File: src/rtl/sub32_pkg.sv
// rtl/sub32_pkg.sv - shared FSM state type and default width for the serial subtractor
package sub32_pkg;

  localparam int SUB32_WIDTH = 32;

  typedef enum logic [1:0] {
    IDLE = 2'd0,
    RUN  = 2'd1,
    DONE = 2'd2
  } state_t;

endpackage

File: src/rtl/full_subtractor.sv
// rtl/full_subtractor.sv - single-bit full subtractor cell
module full_subtractor (
  input  logic a,
  input  logic b,
  input  logic bi,
  output logic d,
  output logic bo
);

  assign d  = a ^ b ^ bi;
  assign bo = (~a & b) | (~(a ^ b) & bi);

endmodule

File: src/rtl/serial_sub_32.sv
// rtl/serial_sub_32.sv - bit-serial subtractor, one bit per cycle, LSB first
// Optional signed-overflow output ovf enabled by SERIAL_SUB_32_OVERFLOW_EN.
module serial_sub_32
  import sub32_pkg::*;
#(
  parameter int WIDTH = SUB32_WIDTH
) (
  input  logic             clk,
  input  logic             rst,
  input  logic             start,
  input  logic [WIDTH-1:0] in1,
  input  logic [WIDTH-1:0] in2,
  input  logic             bin,
  output logic             busy,
  output logic             done,
  output logic [WIDTH-1:0] diff,
`ifdef SERIAL_SUB_32_OVERFLOW_EN
  output logic             ovf,
`endif
  output logic             bout
);

  localparam int CW = (WIDTH > 1) ? $clog2(WIDTH) : 1;

  state_t           state_q, state_d;
  logic [CW-1:0]    cnt_q, cnt_d;
  logic [WIDTH-1:0] a_q, a_d;
  logic [WIDTH-1:0] b_q, b_d;
  logic [WIDTH-1:0] res_q, res_d;
  logic [WIDTH-1:0] diff_q, diff_d;
  logic             brw_q, brw_d;
  logic             bout_q, bout_d;
`ifdef SERIAL_SUB_32_OVERFLOW_EN
  logic             ovf_q, ovf_d;
`endif

  logic cell_d;
  logic cell_bo;

  full_subtractor u_cell (
    .a  (a_q[0]),
    .b  (b_q[0]),
    .bi (brw_q),
    .d  (cell_d),
    .bo (cell_bo)
  );

  always_comb begin
    state_d = state_q;
    cnt_d   = cnt_q;
    a_d     = a_q;
    b_d     = b_q;
    res_d   = res_q;
    diff_d  = diff_q;
    brw_d   = brw_q;
    bout_d  = bout_q;
`ifdef SERIAL_SUB_32_OVERFLOW_EN
    ovf_d   = ovf_q;
`endif
    case (state_q)
      RUN: begin
        a_d   = a_q >> 1;
        b_d   = b_q >> 1;
        brw_d = cell_bo;
        res_d = {cell_d, res_q[WIDTH-1:1]};
        cnt_d = cnt_q + 1'b1;
        if (cnt_q == CW'(WIDTH - 1)) begin
          state_d = DONE;
          cnt_d   = '0;
          diff_d  = {cell_d, res_q[WIDTH-1:1]};
          bout_d  = cell_bo;
`ifdef SERIAL_SUB_32_OVERFLOW_EN
          // brw_q here is the borrow flowing into the MSB
          ovf_d   = brw_q ^ cell_bo;
`endif
        end
      end
      default: begin
        state_d = IDLE;
        if (start) begin
          state_d = RUN;
          a_d     = in1;
          b_d     = in2;
          brw_d   = bin;
          res_d   = '0;
          cnt_d   = '0;
        end
      end
    endcase
  end

  always_ff @(posedge clk or posedge rst) begin
    if (rst) begin
      state_q <= IDLE;
      cnt_q   <= '0;
      a_q     <= '0;
      b_q     <= '0;
      res_q   <= '0;
      diff_q  <= '0;
      brw_q   <= 1'b0;
      bout_q  <= 1'b0;
`ifdef SERIAL_SUB_32_OVERFLOW_EN
      ovf_q   <= 1'b0;
`endif
    end else begin
      state_q <= state_d;
      cnt_q   <= cnt_d;
      a_q     <= a_d;
      b_q     <= b_d;
      res_q   <= res_d;
      diff_q  <= diff_d;
      brw_q   <= brw_d;
      bout_q  <= bout_d;
`ifdef SERIAL_SUB_32_OVERFLOW_EN
      ovf_q   <= ovf_d;
`endif
    end
  end

  assign busy = (state_q == RUN);
  assign done = (state_q == DONE);
  assign diff = diff_q;
  assign bout = bout_q;
`ifdef SERIAL_SUB_32_OVERFLOW_EN
  assign ovf  = ovf_q;
`endif

endmodule

File: config.mk
export PLATFORM = sky130hd
export DESIGN_NAME = serial_sub_32
export DESIGN_NICKNAME = d
export VERILOG_FILES = /design/src/rtl/sub32_pkg.sv /design/src/rtl/full_subtractor.sv /design/src/rtl/serial_sub_32.sv
export SDC_FILE = /design/constraint.sdc
export NUM_CORES = 1
export LEC_CHECK = 0
export BUFFER_PORTS_ARGS = -buffer_cell sky130_fd_sc_hd__buf_2
export CORE_MARGIN = 4
export CORE_UTILIZATION = 50
export DETAILED_ROUTE_END_ITERATION = 6
export GPL_TIMING_DRIVEN = 0
export PLACE_DENSITY = 0.72
export SLEW_MARGIN = 20
export SYNTH_ARGS = -nofsm -noshare
export SYNTH_HDL_FRONTEND = slang
export SYNTH_SLANG_ARGS = --single-unit
File: constraint.sdc
create_clock -name clk -period 4.62 [get_ports clk]
set_input_delay 0.231 -clock clk [delete_from_list [all_inputs] [get_ports clk]]
set_output_delay 0.231 -clock clk [all_outputs]
set_load 0.1 [all_outputs]
==> flow_summary.json <==
{
  "run_status": "finished clean",
  "core-area_sq_mm": 0.0115,
  "worst_margin_slew_ns": 0.506,
  "cts-resized-gates": 0,
  "leakagePower_nw": 3.64,
  "number_of_iterations_in_the_first_detailed_routing_pass": 4,
  "finalCritPeriodShare_pct": 49.8,
  "clockPowerShare_pct": 23.6,
  "worst-endpoint-arrival_ns": 2.07,
  "detail-route-antenna-nets": 0,
  "clock_sink_count": 136,
  "regToRegSetupSlack_ns": 2.64,
  "timing.slew.headroom_pct": 66.3,
  "via_count": 4129,
  "cts.clk_slew.worst_paths_ns": 0.05,
  "timing.rr.start": "cnt_q[0]",
  "antenna_found_initial": 0,
  "max-clock-path-buffers": 2,
  "routed_wl_microns": 12100,
  "rows": 39,
  "synth_cells": 521,
  "tritoncts": "yes",
  "final_cell_area_excluding_filler_cells_sq_mm": 0.00714,
  "path_common_cell": "buf_2",
  "final-hold-violation-count": 0,
  "synth_seq_cells": 136,
  "synth_fp_nets": 592,
  "criticalPathCategory": "register to primary output",
  "r2r-end": "diff[17]",
  "global_route.overflow_total": 0,
  "holdBufCountCts": 1,
  "numPortBuffers": 101,
  "drt-initial-drc-count": 170,
  "worstSetupEndpoint": "busy",
  "postLayoutSetupSlackWorst_ns": 2.32,
  "cts_max_level": 4,
  "most-common-layout-cells": "dfrtp_1 (136), buf_2 (117), nand2_1 (97), mux2i_1 (64), o21ai_1 (50)",
  "avgRoutedWirePerCell_microns": 15.2,
  "finalNonFillerCells": 798,
  "share_comb_of_total_power_pct": 38.7,
  "synth_cell_types": 28,
  "post-place-cells": 766,
  "antennaDiodeCount": 0,
  "dp.final_hpwl_microns": 8590,
  "cts_buf_count": 17,
  "grt_first_pass_wirelength_microns": 20200,
  "post_route_cells_drive_above_1_share_pct": 26.3,
  "detailed_place.area_sq_mm": 0.00659,
  "route.detailed.vias_per_inst": 5.17,
  "critical_path.cell_chain": "nand2b_2, inv_2, buf_6, buf_2, buf_2",
  "r2r_cells": 6,
  "track_usage_pct": 19.3,
  "chipHeight_microns": 116,
  "maximum_vdd_drop_v": 0.000725,
  "endpoint_kind": "primary output",
  "top_level_ports": 103,
  "post_cts.repair.setup_buffers": 0,
  "dieArea_sq_mm": 0.0135,
  "initial_core_util_pct": 51.2,
  "detail_route.drc_violations": 0,
  "vias_in_the_first_global_route": 4152,
  "class_of_the_worst_hold_path": "input port to register",
  "crit_path_start_kind": "register",
  "maxCapViolCount": 0,
  "finalMaxSlewViolations": 0,
  "share_seq_of_total_power_pct": 37.7,
  "synth-warning-count": 0,
  "p_int_w": 0.00297,
  "final_common_cell": "dfrtp_1",
  "syn-mean-instance-area_sq_um": 11.3,
  "cp_slowest_cell": "buf_2",
  "power_density_mw_per_mm2": 727,
  "worstPathRequired_ns": 4.39,
  "timing.final.setup_violations": 0,
  "worstHoldPathCells": 3,
  "layout-area-overhead-vs-synth_pct": 21.6,
  "synthesis.area_sq_mm": 0.00587,
  "clock-root-buffer": "clkbuf_16",
  "dp_worst_setup_slack_ns": 2.64,
  "whs_ns": 0.0771,
  "crit_start": "state_q[1]",
  "chipWidth_microns": 116,
  "achievable-frequency_mhz": 435,
  "switching_power_w": 0.00222,
  "clkLatencyLatePin_ns": 0.41,
  "critical-path-max-stage-delay_ns": 0.47,
  "synth_seq_area_share_pct": 58.0,
  "skew_ns": 0.00438,
  "grt_max_degree": 107,
  "worstPathMaxFanout": 10,
  "gpl.final_weighted_congestion": 0.747,
  "switching_share_pct": 42.8,
  "finish.net_count": 714,
  "finalCriticalPeriod_ns": 2.30,
  "rsz0062_at_grt": "false"
}
[state kept, by name (all words and copies together), names as in the netlist]
name	cells
diff	32
cnt_q	5
state_q	2
a_q	32
b_q	32
res_q	31
bout	1
brw_q	1
[through the flow]
step | TNS (ns) | power [W] | util (%)
after floorplan | 0 | 0.00355 | -
final | 0 | 0.00519 | 62.2
after detailed placement | 0 | 0.00400 | 57.4
after global placement | -87.72 | 0.00392 | 57.1
after global routing | 0 | 0.00552 | 62.2
after CTS | 0 | 0.00525 | 62.2
[critical path, delay by kind of cell (launching register included)]
kind | cells | cell delay [ns]
buffers and inverters | 4 | 1.05
and+or+nand+nor | 1 | 0.22
DFF | 1 | 0.40
[layout make-up]
type                            count  area [sq um]
Buffer                             35           208
Clock buffer                       29           531
Clock inverter                      2          10.0
Fill cell                         953          4330
Inverter                            5          26.3
Multi-Input combinational cell    345          2240
Sequential cell                   136          3400
Tap cell                          143           179
Timing Repair Buffer              103           543
[per-layer routing]
metal  GRT usage [%]  up-vias  share of wire, %
met5               0        -                 0
li1                -     2008                 -
met2            30.0       99                48
met1            24.9     2005                44
met3            6.84       17               6.9
met4            7.42        0               1.4
[Yosys cell counts]
| cell type | count | area, sq um |
|---|---|---|
| inv_1 | 4 | 15.0 |
| nor4_1 | 1 | 6.26 |
| nor2b_1 | 1 | 6.26 |
| o21a_1 | 1 | 7.51 |
| mux2i_1 | 64 | 641 |
| nand3b_4 | 1 | 20.0 |
| nand2b_1 | 34 | 213 |
| inv_2 | 1 | 3.75 |
| nand2_1 | 97 | 364 |
| dfrtp_1 | 136 | 3400 |
| fa_1 | 1 | 20.0 |
| a21oi_1 | 3 | 15.0 |
| nor2_1 | 4 | 15.0 |
| a211o_1 | 1 | 8.76 |
| and3_1 | 2 | 12.5 |
| mux2_1 | 18 | 203 |
| clkbuf_1 | 9 | 33.8 |
| o211a_1 | 1 | 10.0 |
| clkbuf_2 | 3 | 15.0 |
| ha_1 | 2 | 25.0 |
| nor3b_1 | 1 | 7.51 |
| nand2b_2 | 1 | 8.76 |
| o21ai_0 | 46 | 230 |
| mux2_2 | 15 | 169 |
| buf_2 | 16 | 80.1 |
| nand3_1 | 1 | 5.00 |
| o21ai_1 | 50 | 250 |
| buf_6 | 7 | 78.8 |
[how the worst min path moves through the flow]
stage | startpoint | endpoint
detailed placement | rst | diff[6]
floorplan | in1[31] | a_q[31]
finish | in1[31] | a_q[31]
CTS | in1[31] | a_q[31]
global route | in1[31] | a_q[31]
global placement | a_q[20] | a_q[19]
[power by group through the flow]
stage / Sequential (W) / Clock [W] / Combinational (W)
2_1_floorplan: 0.00273 / 0 / 0.000825
5_1_grt: 0.00202 / 0.00131 / 0.00219
4_1_cts: 0.00196 / 0.00125 / 0.00204
3_3_place_gp: 0.00195 / 0 / 0.00197
6_report: 0.00196 / 0.00123 / 0.00201
3_5_place_dp: 0.00198 / 0 / 0.00203
[logic make-up (layout without fill, tap and decap cells)]
family          count (synthesis)  count (layout)  share of synthesized area (%)
flops                         136             136                           58.0
mux                            97              97                           17.3
simple gates                  143             143                           11.2
compound gates                102             102                           8.89
buf+inv                        40             174                           3.86
fa+ha+maj                       3               3                          0.768
Power figures use the tool's default switching activity.
